## src/rtl/pulse_pkg.sv

```systemverilog
// Shared definitions for the pulse generator / pulse measurement PIO pair:
// measurement state encoding, default widths and the saturation constant.
package pulse_pkg;

  localparam int CNT_W_DEF = 32;
  localparam int REP_W_DEF = 16;

  // All-ones source for saturating counters; slice to the counter width.
  // Wide enough for any counter up to 64 bits.
  localparam logic [63:0] CNT_MAX = '1;

  typedef enum logic [2:0] {
    IDLE,
    WAIT_FIRST,
    HIGH,
    LOW,
    DONE
  } meas_state_t;

endpackage

```

## src/rtl/sync_edge_detect.sv

```systemverilog
// Single-bit synchronizer for an asynchronous input, followed by one more
// register so rising and falling edges of the synchronized level can be
// flagged for exactly one clock.
module sync_edge_detect #(
  parameter int SYNC_STAGES = 2
) (
  input  logic clk,
  input  logic reset_n,
  input  logic din,
  output logic sync_out,
  output logic rise,
  output logic fall
);

  logic [SYNC_STAGES-1:0] chain;
  logic                   sync_d;

  // Shift the raw input through the synchronizer, then keep one delayed copy.
  // NOTE: non-blocking assignments make every flop sample pre-edge values, so
  // the chain shifts by exactly one stage per clock regardless of order.
  always_ff @(posedge clk or negedge reset_n) begin
    if (!reset_n) begin
      chain  <= '0;
      sync_d <= 1'b0;
    end else begin
      chain  <= {chain[SYNC_STAGES-2:0], din};
      sync_d <= chain[SYNC_STAGES-1];
    end
  end

  assign sync_out = chain[SYNC_STAGES-1];
  assign rise     = sync_out & ~sync_d;
  assign fall     = ~sync_out & sync_d;

endmodule

```

## src/rtl/pulse_measure_pio.sv

```systemverilog
// Measures an incoming pulse train after a PIO arm edge: delay to the first
// rising edge, width of the latest pulse, gap before it, and pulse count.
// Both the arm and the pulse input go through identical synchronizers, so
// their latency cancels and all results are in raw input cycles.
module pulse_measure_pio
  import pulse_pkg::*;
#(
  parameter int SYNC_STAGES = 2,
  parameter int CNT_W       = CNT_W_DEF,
  parameter int REP_W       = REP_W_DEF
) (
  input  logic             clk,
  input  logic             reset_n,
  input  logic             arm_pio,
  input  logic             pulse_in,
  input  logic [REP_W-1:0] expected_count,
  input  logic [CNT_W-1:0] timeout_cycles,
  output logic [CNT_W-1:0] delay_meas,
  output logic [CNT_W-1:0] width_meas,
  output logic [CNT_W-1:0] gap_meas,
  output logic [REP_W-1:0] pulse_count,
  output logic             busy,
  output logic             done,
  output logic             timed_out,
  output logic             measure_led
);

  localparam logic [CNT_W-1:0] CNT_SAT = CNT_MAX[CNT_W-1:0];
  localparam logic [CNT_W-1:0] CNT_ONE = CNT_W'(1);
  localparam logic [REP_W-1:0] REP_SAT = CNT_MAX[REP_W-1:0];
  localparam logic [REP_W-1:0] REP_ONE = REP_W'(1);

  meas_state_t state, state_nxt;

  logic             arm_s, arm_rise_raw, arm_fall_unused, arm_rise;
  logic             pulse_s, p_rise, p_fall;
  logic [SYNC_STAGES:0] warm;
  logic             arm_ok;

  logic [CNT_W-1:0] cnt, cnt_nxt, cnt_inc;
  logic [CNT_W-1:0] delay_nxt, width_nxt, gap_nxt;
  logic [REP_W-1:0] count_nxt, count_inc;
  logic             busy_nxt, done_nxt, tmo_nxt;
  logic             tmo_hit, count_hit;

  sync_edge_detect #(.SYNC_STAGES(SYNC_STAGES)) u_arm_sync (
    .clk      (clk),
    .reset_n  (reset_n),
    .din      (arm_pio),
    .sync_out (arm_s),
    .rise     (arm_rise_raw),
    .fall     (arm_fall_unused)
  );

  sync_edge_detect #(.SYNC_STAGES(SYNC_STAGES)) u_pulse_sync (
    .clk      (clk),
    .reset_n  (reset_n),
    .din      (pulse_in),
    .sync_out (pulse_s),
    .rise     (p_rise),
    .fall     (p_fall)
  );

  // After reset the synchronizer holds zeros, so an arm level that stayed high
  // through reset would look like a fresh edge. Only accept arm edges once the
  // chain reflects the real input and the arm level has been seen low.
  always_ff @(posedge clk or negedge reset_n) begin
    if (!reset_n) begin
      warm   <= '0;
      arm_ok <= 1'b0;
    end else begin
      warm   <= {warm[SYNC_STAGES-1:0], 1'b1};
      arm_ok <= arm_ok | (warm[SYNC_STAGES] & ~arm_s);
    end
  end

  assign arm_rise  = arm_rise_raw & arm_ok;

  // Counter value plus one is the elapsed cycle count since the reference edge.
  assign cnt_inc   = (cnt == CNT_SAT) ? cnt : cnt + CNT_ONE;
  assign count_inc = (pulse_count == REP_SAT) ? pulse_count : pulse_count + REP_ONE;
  assign tmo_hit   = (timeout_cycles != '0) && (cnt == timeout_cycles - CNT_ONE);
  assign count_hit = (expected_count != '0) && (pulse_count == expected_count);

  // State register.
  always_ff @(posedge clk or negedge reset_n) begin
    if (!reset_n) state <= IDLE;
    else          state <= state_nxt;
  end

  // Next state, counter and result updates.
  // NOTE: every variable gets its hold value first; a path that left one
  // unassigned would infer a latch.
  always_comb begin
    state_nxt = state;
    cnt_nxt   = cnt;
    delay_nxt = delay_meas;
    width_nxt = width_meas;
    gap_nxt   = gap_meas;
    count_nxt = pulse_count;
    busy_nxt  = busy;
    done_nxt  = done;
    tmo_nxt   = timed_out;

    if (arm_rise) begin
      cnt_nxt   = '0;
      delay_nxt = '0;
      width_nxt = '0;
      gap_nxt   = '0;
      busy_nxt  = 1'b1;
      done_nxt  = 1'b0;
      tmo_nxt   = 1'b0;
      if (pulse_s) begin
        state_nxt = HIGH;
        count_nxt = REP_ONE;
      end else begin
        state_nxt = WAIT_FIRST;
        count_nxt = '0;
      end
    end else begin
      unique case (state)
        WAIT_FIRST: begin
          cnt_nxt = cnt_inc;
          if (p_rise) begin
            delay_nxt = cnt_inc;
            count_nxt = REP_ONE;
            cnt_nxt   = '0;
            state_nxt = HIGH;
          end else if (tmo_hit) begin
            delay_nxt = timeout_cycles;
            state_nxt = DONE;
            busy_nxt  = 1'b0;
            done_nxt  = 1'b1;
            tmo_nxt   = 1'b1;
          end
        end
        HIGH: begin
          cnt_nxt = cnt_inc;
          if (p_fall) begin
            width_nxt = cnt_inc;
            if (count_hit) begin
              state_nxt = DONE;
              busy_nxt  = 1'b0;
              done_nxt  = 1'b1;
            end else begin
              cnt_nxt   = '0;
              state_nxt = LOW;
            end
          end else if (tmo_hit) begin
            width_nxt = cnt_inc;
            state_nxt = DONE;
            busy_nxt  = 1'b0;
            done_nxt  = 1'b1;
            tmo_nxt   = 1'b1;
          end
        end
        LOW: begin
          cnt_nxt = cnt_inc;
          if (p_rise) begin
            gap_nxt   = cnt_inc;
            count_nxt = count_inc;
            cnt_nxt   = '0;
            state_nxt = HIGH;
          end else if (tmo_hit) begin
            state_nxt = DONE;
            busy_nxt  = 1'b0;
            done_nxt  = 1'b1;
            tmo_nxt   = 1'b1;
          end
        end
        default: ; // IDLE and DONE hold everything until the next arm
      endcase
    end
  end

  // Counter, results and status flags.
  always_ff @(posedge clk or negedge reset_n) begin
    if (!reset_n) begin
      cnt         <= '0;
      delay_meas  <= '0;
      width_meas  <= '0;
      gap_meas    <= '0;
      pulse_count <= '0;
      busy        <= 1'b0;
      done        <= 1'b0;
      timed_out   <= 1'b0;
    end else begin
      cnt         <= cnt_nxt;
      delay_meas  <= delay_nxt;
      width_meas  <= width_nxt;
      gap_meas    <= gap_nxt;
      pulse_count <= count_nxt;
      busy        <= busy_nxt;
      done        <= done_nxt;
      timed_out   <= tmo_nxt;
    end
  end

  assign measure_led = busy;

endmodule
```

## config.mk

```make
export PLATFORM = sky130hd
export DESIGN_NAME = pulse_measure_pio
export DESIGN_NICKNAME = d
export VERILOG_FILES = /design/src/rtl/pulse_pkg.sv /design/src/rtl/sync_edge_detect.sv /design/src/rtl/pulse_measure_pio.sv
export SDC_FILE = /design/constraint.sdc
export NUM_CORES = 1
export LEC_CHECK = 0
export CORE_UTILIZATION = 40
export DETAILED_ROUTE_END_ITERATION = 10
export SLEW_MARGIN = 20
export SYNTH_ARGS = -nofsm -noshare
export SYNTH_HDL_FRONTEND = slang
export SYNTH_SLANG_ARGS = --single-unit
```

## constraint.sdc

```tcl
create_clock -name clk -period 4.4 [get_ports clk]
set_input_delay 1.1 -clock clk [delete_from_list [all_inputs] [get_ports clk]]
set_output_delay 1.1 -clock clk [all_outputs]
set_load 0.05 [all_outputs]
```

== Yosys cells after proc, flatten, opt, wreduce, memory -nomap -nowiden ==
Cells that the tools add are included.
Word-level totals
  register bits after elaboration: 160
  input port bits: 52
Operators by class
  add/subtract/negate cells: 3
  equal/unequal tests: 13
  muxes and demuxes: 47
  bitwise logic cells: 10
  reductions and logical operators: 19
Operators by type and width (number)
  $mux 32: 16
  $mux 16: 4
  $pmux 32 s2: 1
  $add 32x1->32 const B: 1
  $eq 32x32->1: 1
  $eq 32x32->1 const B: 1
  $pmux 16 s2: 1
  $reduce_bool 32->1: 1
  $sub 32x1->32 const B: 1
  $add 16x1->16 const B: 1
  $eq 16x16->1: 1
  $eq 16x16->1 const B: 1
  $reduce_bool 16->1: 1
  $mux 1: 15
  $mux 3: 5
  $ne 3x3->1 const B: 5
  $reduce_bool 3->1: 4
  $reduce_bool 2->1: 4
  $eq 3x2->1 const B: 2
  $pmux 1 s2: 3
  $pmux 3 s2: 1
  $reduce_and 2->1: 3
  $reduce_and 3->1: 2
  $and 1x1->1: 5
  8 further kinds: 12

== Logic depth before layout (Yosys ltp) ==
Gate-level depths: netlist (run 1).
  depth after elaboration: 7
  gate-level depth with buffers: 14

== Cells and area by module ==
From an unflattened synthesis (run 1), not the netlist that was laid out.
Second synthesis, totals
  cell total of the unflattened synthesis: 1063
  area, all modules: 9364.0 um^2
Modules (own cells, without submodules)
  pulse_measure_pio: times used 1, cells an instance 1053, area an instance 9183.8 um^2
  sync_edge_detect: times used 2, cells an instance 5, area an instance 90.1 um^2

== Worst setup path after synthesis (run 1) ==
OpenSTA, ideal clock, no wires.
  kind: in2reg
  start point: in timeout_cycles[0]
  end point: reg width_meas[20]
  arrival: 4.198 ns
  required time: 4.259 ns
  setup slack: 0.061 ns
  stages on the path: 13
  buffers on the path: 2
  cell sequence: inv_1 -> ha_1 -> or3b_2 -> or3_1 -> buf_2 -> nor4_4 -> xnor2_1 -> or4_4 -> nor4_4 -> nand4_2 -> nand2_1 -> buf_2 -> a211oi_1
On the way
  longest elaborated chain between the ends: 5
RTL lines
  from (decl): RTL line pulse_measure_pio.sv:17  | input logic [CNT_W-1:0] timeout_cycles,
  $sub 32x1->32: RTL line pulse_measure_pio.sv:82  | assign tmo_hit = (timeout_cycles != '0) && (cnt == timeout_cycles - CNT_ONE);
  $eq 32x32->1: RTL line pulse_measure_pio.sv:82
  $logic_and 1x1->1 *: RTL line pulse_measure_pio.sv:82
  $reduce_bool 3->1 (no source line) *
  $reduce_and 2->1 (no source line) *
  to (signal assigned): RTL line pulse_measure_pio.sv:190  | width_meas <= width_nxt;
  to (decl): RTL line pulse_measure_pio.sv:19  | output logic [CNT_W-1:0] width_meas,
Every way passes the cells marked *; elsewhere a longest branch is shown, timed or not.
A chain may end at the register's enable or synchronous reset.

== Worst setup path after layout (run 1) ==
  start point: in timeout_cycles[0]
  end point: reg delay_meas[13]
On the way
  longest elaborated chain between the ends: 5
RTL lines
  $sub 32x1->32: RTL line pulse_measure_pio.sv:82
  $eq 32x32->1: RTL line pulse_measure_pio.sv:82
  $logic_and 1x1->1 *: RTL line pulse_measure_pio.sv:82
  $reduce_bool 3->1 (no source line) *
  $reduce_and 2->1 (no source line) *
  to (signal assigned): RTL line pulse_measure_pio.sv:189  | delay_meas <= delay_nxt;
  to (decl): RTL line pulse_measure_pio.sv:18  | output logic [CNT_W-1:0] delay_meas,
Marks and branches as above.

==> reports/summary.txt, run 1 <==
WL/cell - 22.1 um
Root Driver - clkbuf_16
# diodes - 0
R2R Path Start - cnt[10]$_DFFE_PN0P_
RSZ-0062 raised after global routing - no
Status - finished, final reports clean
CP Launch Point - timeout_cycles[0]
Seq/Total Area, Yosys - 41.0%
Met3 usage - 4.44%
Grt total ovfl - 0
Placeable Area - 0.0237 mm^2
Detailed-route via count - 9944
Adder-cell share of the synthesized area - 0.512%
Hold slack - 0.351 ns
Pwr Density - 390 mW/mm^2
R2r worst-path depth - 10
Largest area contributor in the netlist - dfrtp_1
Total Wirelength - 37600 um
Arr. time, crit path - 4.61 ns
Skew final - 0.0143 ns
Area taken by multi-input logic gates - 0.00552 mm^2
Die footprint - 0.0251 mm^2
Slew @ Worst Pin - 1.11 ns
Startpoint Class - input port
DRC errors left - 0
Nets@finish - 1425
Sink Count - 160
Synth warn - 0
Synthesized cell area - 0.00977 mm^2
# rows - 56
Largest family of logic cells by synthesized area - simple AND/OR/NAND/NOR gates
Count of different cell masters after synthesis - 70
Gr busiest metal - met2
Clock Tree Buf Depth - 2
Post-synth top area share - 41.0%
FF+latch area - 0.00400 mm^2
Max Clk Rate - 235 MHz
Post-synthesis register bit count - 160
Vias in the first global route - 9410
Period utilization - 96.8%
PortBufs - 167
Fillcell total - 2195
Post-synthesis simple-gate area fraction - 24.6%
Area delta synth->final - 38.4%
Global-route wire length before repair - 57000 um
Met1 Use GR - 43.7%
R2R Path End - delay_meas[13]$_DFFE_PN0P_
FFs w/ async S/R, synth - 100%
Vias/cell - 5.85
Top-Level Pins - 168
Starting density of the core - 41.3%
Share of layout cells above drive strength 1 - 16.4%
Antenna violations before repair - 2
H-tree Lvls - 4
CP required - 4.75 ns
Hold path startpoint - u_pulse_sync.chain[0]$_DFF_PN0_
Synth cell count leaders - 160 x dfrtp_1, 102 x o21ai_0, 99 x nor2_1
Router iterations before antenna repair - 5
Iter 0 DRT Violations - 888
Mean area per synthesized cell - 8.62 um^2
Mapped Nets - 1189
CP Max Fanout - 5
Clk slew on worst S/H paths - 0.07 ns
Maximum VDD drop - 0.000244 V
CTS tree - done
Synth top area cells - dfrtp_1 41%, o21ai_0 5.2%, xnor2_1 4.8%
Routed Antenna Nets - 0
Dpl ws - -0.585 ns
Mux contribution to synthesized area - 0.307%
Hold Path Class - reg2reg
Clock Latency Late Sink - 0.44 ns
Post-synthesis compound-gate area fraction - 21.0%
Hold Path Sink - u_pulse_sync.chain[1]$_DFF_PN0_
CTS Buf Count - 17
Final Total Pwr - 5.27 mW
Cells after synthesis - 1133
Top FF cell, synth - dfrtp_1
Reg2reg setup slack - 0.98 ns
Post-synth EDFFs - 0
WHS Path Cells - 0
Max-slew violations - 0
Setup Total Neg Slack - 0 ns
Dpl hpwl - 27500 um
Largest net degree at the start of global routing - 93
Final setup vio count - 0
Met2 GRT Util - 48.7%
GRT Util Overall - 30.6%
Post-synthesis xor/xnor area fraction - 7.89%
Final hold vios - 0
Count leader, synth - dfrtp_1
P_leak - 5.45 nW
DIE WIDTH - 158 um
Tmin final - 4.26 ns
Die Y - 158 um
Critical path class - in2reg
Crit end category - register
GPL Wtd Cong - 0.989
Relative slew slack - 26.1%
Post-route setup slack - 0.142 ns
Max_cap viols - 0
## state kept, by name, indices dropped and copies added (netlist names), 2 cells and up
name,cells
warm,3
u_pulse_sync.chain,2
pulse_count,16
width_meas,32
delay_meas,32
gap_meas,32
u_arm_sync.chain,2
cnt,32
state,3
## cell usage in the layout (no fill, tap or decap), types with 17 or more instances in the layout
cell	netlist	layout
buf_4	2	124
o31ai_1	38	31
a211oi_1	41	41
xnor2_1	53	53
nand3_1	59	59
nor4_1	20	18
clkdlybuf4s50_1	0	155
dfrtp_1	160	160
inv_1	17	17
nor3_1	18	17
nand2_1	97	96
o211ai_1	33	33
a21oi_1	49	48
clkbuf_16	0	19
o21ai_0	102	100
nor2_1	99	95
xor2_1	35	35
nand4_1	49	49
## cell type report
cell class	count	area share (%)
multi-input cells	864	40.8
flip-flops and latches	160	29.6
clock buffers	17	3.15
well taps	319	2.95
clock inverters	14	1.26
inverters	17	0.472
repair buffers	309	21.7
## layer usage
layer / vias to the layer above / routed length [um]
met5: - / 0
met3: 48 / 2330
met4: 0 / 705
met2: 363 / 17600
met1: 4886 / 16900
li1: 4647 / -
## stage by stage
stage,std cells,util [%],instance area [um^2]
2_1_floorplan,1133,-,9770
3_3_place_gp,1656,52.6,12500
3_5_place_dp,1656,52.6,12500
4_1_cts,1693,56.1,13300
5_1_grt,1700,57.1,13500
6_report,1700,57.1,13500
## timing repair
item                                   CTS  global route
hold buffers                             0             0
setup endpoints to repair               64            69
gates cloned                             2             3
endpoints found under the hold margin    0             0
gates resized for setup                 27            38
buffers inserted                         4             4
pin swaps                               14            27
## cells by family (layout without fill, tap and decap cells)
kind of cell	count (synthesis)	in the layout
AO/OA/AOI/OAI	318	318
XOR/XNOR	88	88
adder cells (fa/ha/maj)	4	4
buffers and inverters	109	357
flip-flops	160	160
multiplexers	3	3
other	1	1
AND/OR/NAND/NOR	450	450
## power breakdown
part	switching, mW	leakage, nW	total (mW)	internal [mW]
Sequential	0.158	2.17	1.80	1.64
Combinational	1.26	2.99	1.91	0.651
Clock	0.707	0.288	1.56	0.857
## how the worst max path moves through the flow
stage | endpoint | slack, ns | cells past startpoint
2_1_floorplan | width_meas[20]$_DFFE_PN0P_ | 0.06 | 13
3_3_place_gp | delay_meas[5]$_DFFE_PN0P_ | -0.59 | 13
3_5_place_dp | delay_meas[13]$_DFFE_PN0P_ | -0.59 | 13
4_1_cts | width_meas[16]$_DFFE_PN0P_ | 0.002 | 13
5_1_grt | state[0]$_DFFE_PN0P_ | 0.002 | 13
6_report | delay_meas[13]$_DFFE_PN0P_ | 0.14 | 13
## worst max-delay path, cell delays in order
cell and delay [ns]:
dlygate4sd2_1 0.24, buf_4 0.17, or4_4 0.49, or4_4 0.50, or4b_4 0.54, o311ai_4 0.10, buf_6 0.15, o211ai_1 0.15
nor4_4 0.29, and4_4 0.41, clkbuf_16 0.18, o211ai_1 0.10, a21oi_1 0.18
Power figures use the tool's default switching activity.
==> inputs of run 2 (changes only) <==
--- a/config.mk
+++ b/config.mk
@@ -10,4 +10,6 @@
 export SLEW_MARGIN = 20
 export SYNTH_ARGS = -nofsm -noshare
 export SYNTH_HDL_FRONTEND = slang
+export SYNTH_HIERARCHICAL = 1
 export SYNTH_SLANG_ARGS = --single-unit
+export TNS_END_PERCENT = 30
==> run 2 against run 1 <==
Against the previous run:
- critical path depth unchanged
- largest cell class unchanged
- via count decreased by 7.5%
- clock skew decreased by 0.0021 ns
- critical endpoint is now busy$_DFFE_PN0P_
- setup slack got worse by 0.012 ns
- die area decreased by 4.2%
- flip-flop and latch count unchanged
==> reports/summary.txt, run 2 <==
Clock Latency Late Sink - 0.44 ns
Share of layout cells above drive strength 1 - 14.2%
P_int - 3.25 mW
PortBufs - 167
Die footprint - 0.0240 mm^2
Highest-count cells in the layout ignoring fill and taps - 166 x clkdlybuf4s50_1, 160 x dfrtp_1, 149 x nand2_1
Max stage delay on crit path - 0.54 ns
Sink Count - 160
Post-route setup slack - 0.130 ns
# rows - 55
Cell mode on critical path - or4_4
Clk slew on worst S/H paths - 0.07 ns
GPL Wtd Cong - 0.920
GRT Util Overall - 28.5%
Resized cells post-CTS - 0
Period utilization - 97.0%
Crit end category - register
Combinational power share - 39.3%
Fillcell total - 2072
Slew @ Worst Pin - 1.07 ns
Mapped Nets - 1118
Critical path class - in2reg
CP Max Fanout - 20
Placeable Area - 0.0228 mm^2
Antenna violations before repair - 0
Cells after synthesis - 1062
Dpl hpwl - 25300 um
Tmin final - 4.27 ns
Pwr Density - 437 mW/mm^2
H-tree Lvls - 4
Delay-heaviest family, CP - simple AND/OR/NAND/NOR gates
Crit path cell chain - clkdlybuf4s50_1 > inv_1 > ha_1 > nor3b_2 > nand2_1 > buf_4 > a2111oi_2 > o22ai_1 > or4_4 > or4_4 > buf_12 > and3_1 > a211o_1
DIE WIDTH - 155 um
Hold Path Class - reg2reg
Root Driver - clkbuf_16
Slowest cell on the critical path - or4_4
Hold path startpoint - warm[0]$_DFF_PN0_
Router iterations before antenna repair - 5
Reg power frac - 33.6%
Routed Antenna Nets - 0
Vias/cell - 5.72
# diodes - 0
Clock Tree Buf Depth - 2
WL/cell - 20.8 um
Power share of the clock group - 27.1%
Total Wirelength - 33500 um
CTS Buf Count - 17
Mean area per synthesized cell - 8.81 um^2
Vias in the first global route - 8613
Synth warn - 6
CP Buf/Inv Count - 4
Placed insts - 1575
Status - finished, final reports clean
Grt total ovfl - 0
Net Sw Power - 2.26 mW
R2R Path Start - cnt[22]$_DFFE_PN0P_
CTS tree - done
Iter 0 DRT Violations - 855
Arr. time, crit path - 4.59 ns
Max-slew violations - 0
Startpoint Class - input port
RSZ-0062 raised after global routing - no
Skew final - 0.0122 ns
Maximum VDD drop - 0.000248 V
Global-route wire length before repair - 51300 um
Area delta synth->final - 34.9%
Dpl ws - -0.296 ns
Max Clk Rate - 234 MHz
CP required - 4.72 ns
Final Core Density - 55.4%
Final setup vio count - 0
Largest net degree at the start of global routing - 70
Die Y - 155 um
Reg2reg setup slack - 0.75 ns
Nets@finish - 1337
Detailed-route via count - 9199
P_leak - 5.18 nW
Hold_buf cts - 0
Setup Total Neg Slack - 0 ns
CP Launch Point - timeout_cycles[0]
Non-Filler Instances - 1607
Relative slew slack - 28.5%
Synthesized cell area - 0.00936 mm^2
DRC errors left - 0
Max_cap viols - 0
Commonest non-fill, non-tap cell in the layout - clkdlybuf4s50_1
Final hold vios - 0
Switch share - 41.1%
Post-CTS setup buffer count - 0
Starting density of the core - 41.1%
Top-Level Pins - 168
[run 2: worst reg2reg max path, cell delays in order (launching register included)]
cell and delay, ns:
dfrtp_1 0.58, xor2_1 0.22, or4b_1 0.48, a2111oi_2 0.42, o22ai_1 0.16, or4_4 0.54
or4_4 0.54, buf_12 0.18, and3_1 0.16, a211o_1 0.26
[run 2: cell type report]
| type | count | area, um^2 | area share, % |
|---|---|---|---|
| tap | 313 | 392 | 3.10 |
| timing repair buffer | 274 | 2550 | 20.2 |
| clock buffer | 20 | 467 | 3.70 |
| sequential | 160 | 4000 | 31.7 |
| clock inverter | 12 | 123 | 0.971 |
| inverter | 15 | 56.3 | 0.446 |
| multi-input combinational | 813 | 5030 | 39.8 |
[run 2: worst paths after layout]
| path | depth (start not counted) | to |
|---|---|---|
| min reg2reg | 0 | warm[1]$_DFF_PN0_ |
| max | 13 | busy$_DFFE_PN0P_ |
| min in group asynchronous | 1 | warm[1]$_DFF_PN0_ |
| max in group asynchronous | 2 | cnt[29]$_DFFE_PN0P_ |
| max reg2reg | 9 | busy$_DFFE_PN0P_ |
| min | 0 | warm[1]$_DFF_PN0_ |
[run 2: routing by layer]
metal  up-vias  GRT usage (%)  share of wire [%]
li1       4267              -                  -
met1      4437           41.0                 45
met2       420           42.6                 44
met3        75           4.65                6.8
met4         0           11.4                3.4
met5         -              0                  0
[run 2: power by group through the flow]
stage	Combinational, mW	Sequential, mW	Clock, mW
6_report	2.17	1.85	1.50
4_1_cts	2.16	1.85	1.52
5_1_grt	2.31	1.88	1.58
2_1_floorplan	0.765	2.45	0
3_5_place_dp	2.16	1.88	0
3_3_place_gp	2.14	1.88	0
[run 2: per-stage QoR]
| stage | hold WS [ns] | instance area (um^2) | power [mW] |
|---|---|---|---|
| after global placement | 0.334 | 12000 | 4.02 |
| final | 0.349 | 12600 | 5.52 |
| after detailed placement | 0.336 | 12000 | 4.04 |
| after global routing | 0.354 | 12600 | 5.77 |
| after floorplan | 0.331 | 9360 | 3.21 |
| after CTS | 0.351 | 12600 | 5.53 |
==> inputs of run 3 (changes only) <==
--- a/config.mk
+++ b/config.mk
@@ -5,8 +5,10 @@
 export SDC_FILE = /design/constraint.sdc
 export NUM_CORES = 1
 export LEC_CHECK = 0
-export CORE_UTILIZATION = 40
+export CORE_UTILIZATION = 50
+export CTS_CLUSTER_DIAMETER = 100
 export DETAILED_ROUTE_END_ITERATION = 10
+export PLACE_DENSITY = 0.77
 export SLEW_MARGIN = 20
 export SYNTH_ARGS = -nofsm -noshare
 export SYNTH_HDL_FRONTEND = slang
==> run 3 against run 2 <==
Against the previous run:
- largest power group unchanged
- register-to-register slack improved by 0.09 ns
- the run now ends with DRC left
- clock power increased by 5%
- count of clock-buffer cells in the layout decreased by 2
- setup slack improved by 0.056 ns
==> reports/summary.txt, run 3 (synthesis results as in run 2) <==
RSZ-0062 raised after global routing - no
Design area - 0.0125 mm^2
Max Clk Rate - 237 MHz
WL/cell - 21.1 um
DIE WIDTH - 139 um
Status - finished, violations left
Post-CTS setup buffer count - 0
CTS tree - done
H-tree Lvls - 4
Router iterations before antenna repair - 10
Hold_buf cts - 0
Nets@finish - 1333
Dpl hpwl - 24100 um
Startpoint Class - input port
Root Driver - clkbuf_16
Highest-count cells in the layout ignoring fill and taps - 166 x clkdlybuf4s50_1, 160 x dfrtp_1, 149 x nand2_1
Tmin final - 4.21 ns
Share of layout cells above drive strength 1 - 14.0%
Placeable Area - 0.0181 mm^2
Routed Antenna Nets - 0
Skew final - 0.0133 ns
Top-Level Pins - 168
Max-slew violations - 0
Placed insts - 1487
Clock Tree Buf Depth - 2
# rows - 49
Area delta synth->final - 33.7%
Grt total ovfl - 0
Final setup vio count - 0
GPL Wtd Cong - 1.01
CTS Buf Count - 17
Antenna violations before repair - 0
CP Max Fanout - 9
Maximum VDD drop - 0.000296 V
Clock Latency Late Sink - 0.44 ns
Critical path class - in2reg
Crit end category - register
Clk slew on worst S/H paths - 0.07 ns
DRC errors left - 14
Resized cells post-CTS - 0
Global-route wire length before repair - 49900 um
CP required - 4.72 ns
Area taken by multi-input logic gates - 0.00503 mm^2
Slew @ Worst Pin - 1.01 ns
Vias/cell - 6.23
P_leak - 5.18 nW
Arr. time, crit path - 4.53 ns
Largest net degree at the start of global routing - 77
Final hold vios - 0
Post-route setup slack - 0.187 ns
Die Y - 139 um
Die footprint - 0.0193 mm^2
Commonest non-fill, non-tap cell in the layout - clkdlybuf4s50_1
Hold Path Class - reg2reg
Relative slew slack - 31.9%
Pwr Density - 447 mW/mm^2
Dpl ws - -0.244 ns
FF+latch area - 0.00400 mm^2
Fillcell total - 1455
Setup Total Neg Slack - 0 ns
Vias in the first global route - 8813
Max_cap viols - 0
Period utilization - 95.8%
Final Total Pwr - 5.59 mW
GRT Util Overall - 33.7%
Sink Count - 160
Non-Filler Instances - 1519
# diodes - 0
Failing checks - DRC
Total Wirelength - 32100 um
Starting density of the core - 51.6%
Iter 0 DRT Violations - 882
Detailed-route via count - 9468
PortBufs - 167
Placed Instance Area - 0.0119 mm^2
## run 3: cell count changes in the layout (fill, tap and decap cells not counted), moves of 2 or more
cell	change
clkinv_4	-4
clkinvlp_4	-2
clkbuf_8	-2
buf_4	-3
inv_8	+5
## run 3: final timing paths
| kind | depth (start not counted) | slack (ns) | to | start |
|---|---|---|---|---|
| worst min register to register | 0 | 0.35 | warm[2]$_DFF_PN0_ | warm[1]$_DFF_PN0_ |
| worst min-delay path | 0 | 0.35 | warm[2]$_DFF_PN0_ | warm[1]$_DFF_PN0_ |
| min in group asynchronous | 1 | 0.63 | delay_meas[19]$_DFFE_PN0P_ | reset_n |
| max in group asynchronous | 2 | 2.93 | width_meas[11]$_DFFE_PN0P_ | reset_n |
| worst max register to register | 9 | 0.84 | busy$_DFFE_PN0P_ | cnt[22]$_DFFE_PN0P_ |
| worst max-delay path | 12 | 0.19 | busy$_DFFE_PN0P_ | timeout_cycles[0] |
## run 3: area by class of cell
type	count	area share, %
Inverter	15	0.450
Clock inverter	14	1.47
Timing Repair Buffer	270	20.1
Clock buffer	18	3.51
Sequential cell	160	32.0
Tap cell	229	2.29
Multi-Input combinational cell	813	40.2
## run 3: power by group
| part | switching [mW] | internal [mW] |
|---|---|---|
| Clock | 0.691 | 0.884 |
| Combinational | 1.43 | 0.731 |
| Sequential | 0.174 | 1.67 |
| Total | 2.30 | 3.29 |
## run 3: routing by layer
| layer | vias up | part of all wire [%] | track usage, % |
|---|---|---|---|
| met3 | 89 | 8.9 | 7.98 |
| met4 | 0 | 4.1 | 15.8 |
| li1 | 4276 | - | - |
| met5 | - | 0 | 0 |
| met1 | 4569 | 41 | 44.2 |
| met2 | 534 | 46 | 52.9 |
## run 3: through the flow
stage	hold WS [ns]	utilization, %
5_1_grt	0.360	68.9
4_1_cts	0.355	68.9
3_5_place_dp	0.338	65.5
2_1_floorplan	0.331	-
6_report	0.351	68.9
3_3_place_gp	0.332	65.5
## run 3: critical path, stage by stage
cell             delay, ns
clkdlybuf4s50_1       0.47
inv_1                 0.05
ha_1                  0.23
nor3b_2               0.20
and3_1                0.24
a2111oi_0             0.42
nand4_1               0.13
or4_1                 0.50
or4_4                 0.54
buf_4                 0.20
and3_1                0.17
a211o_1               0.28
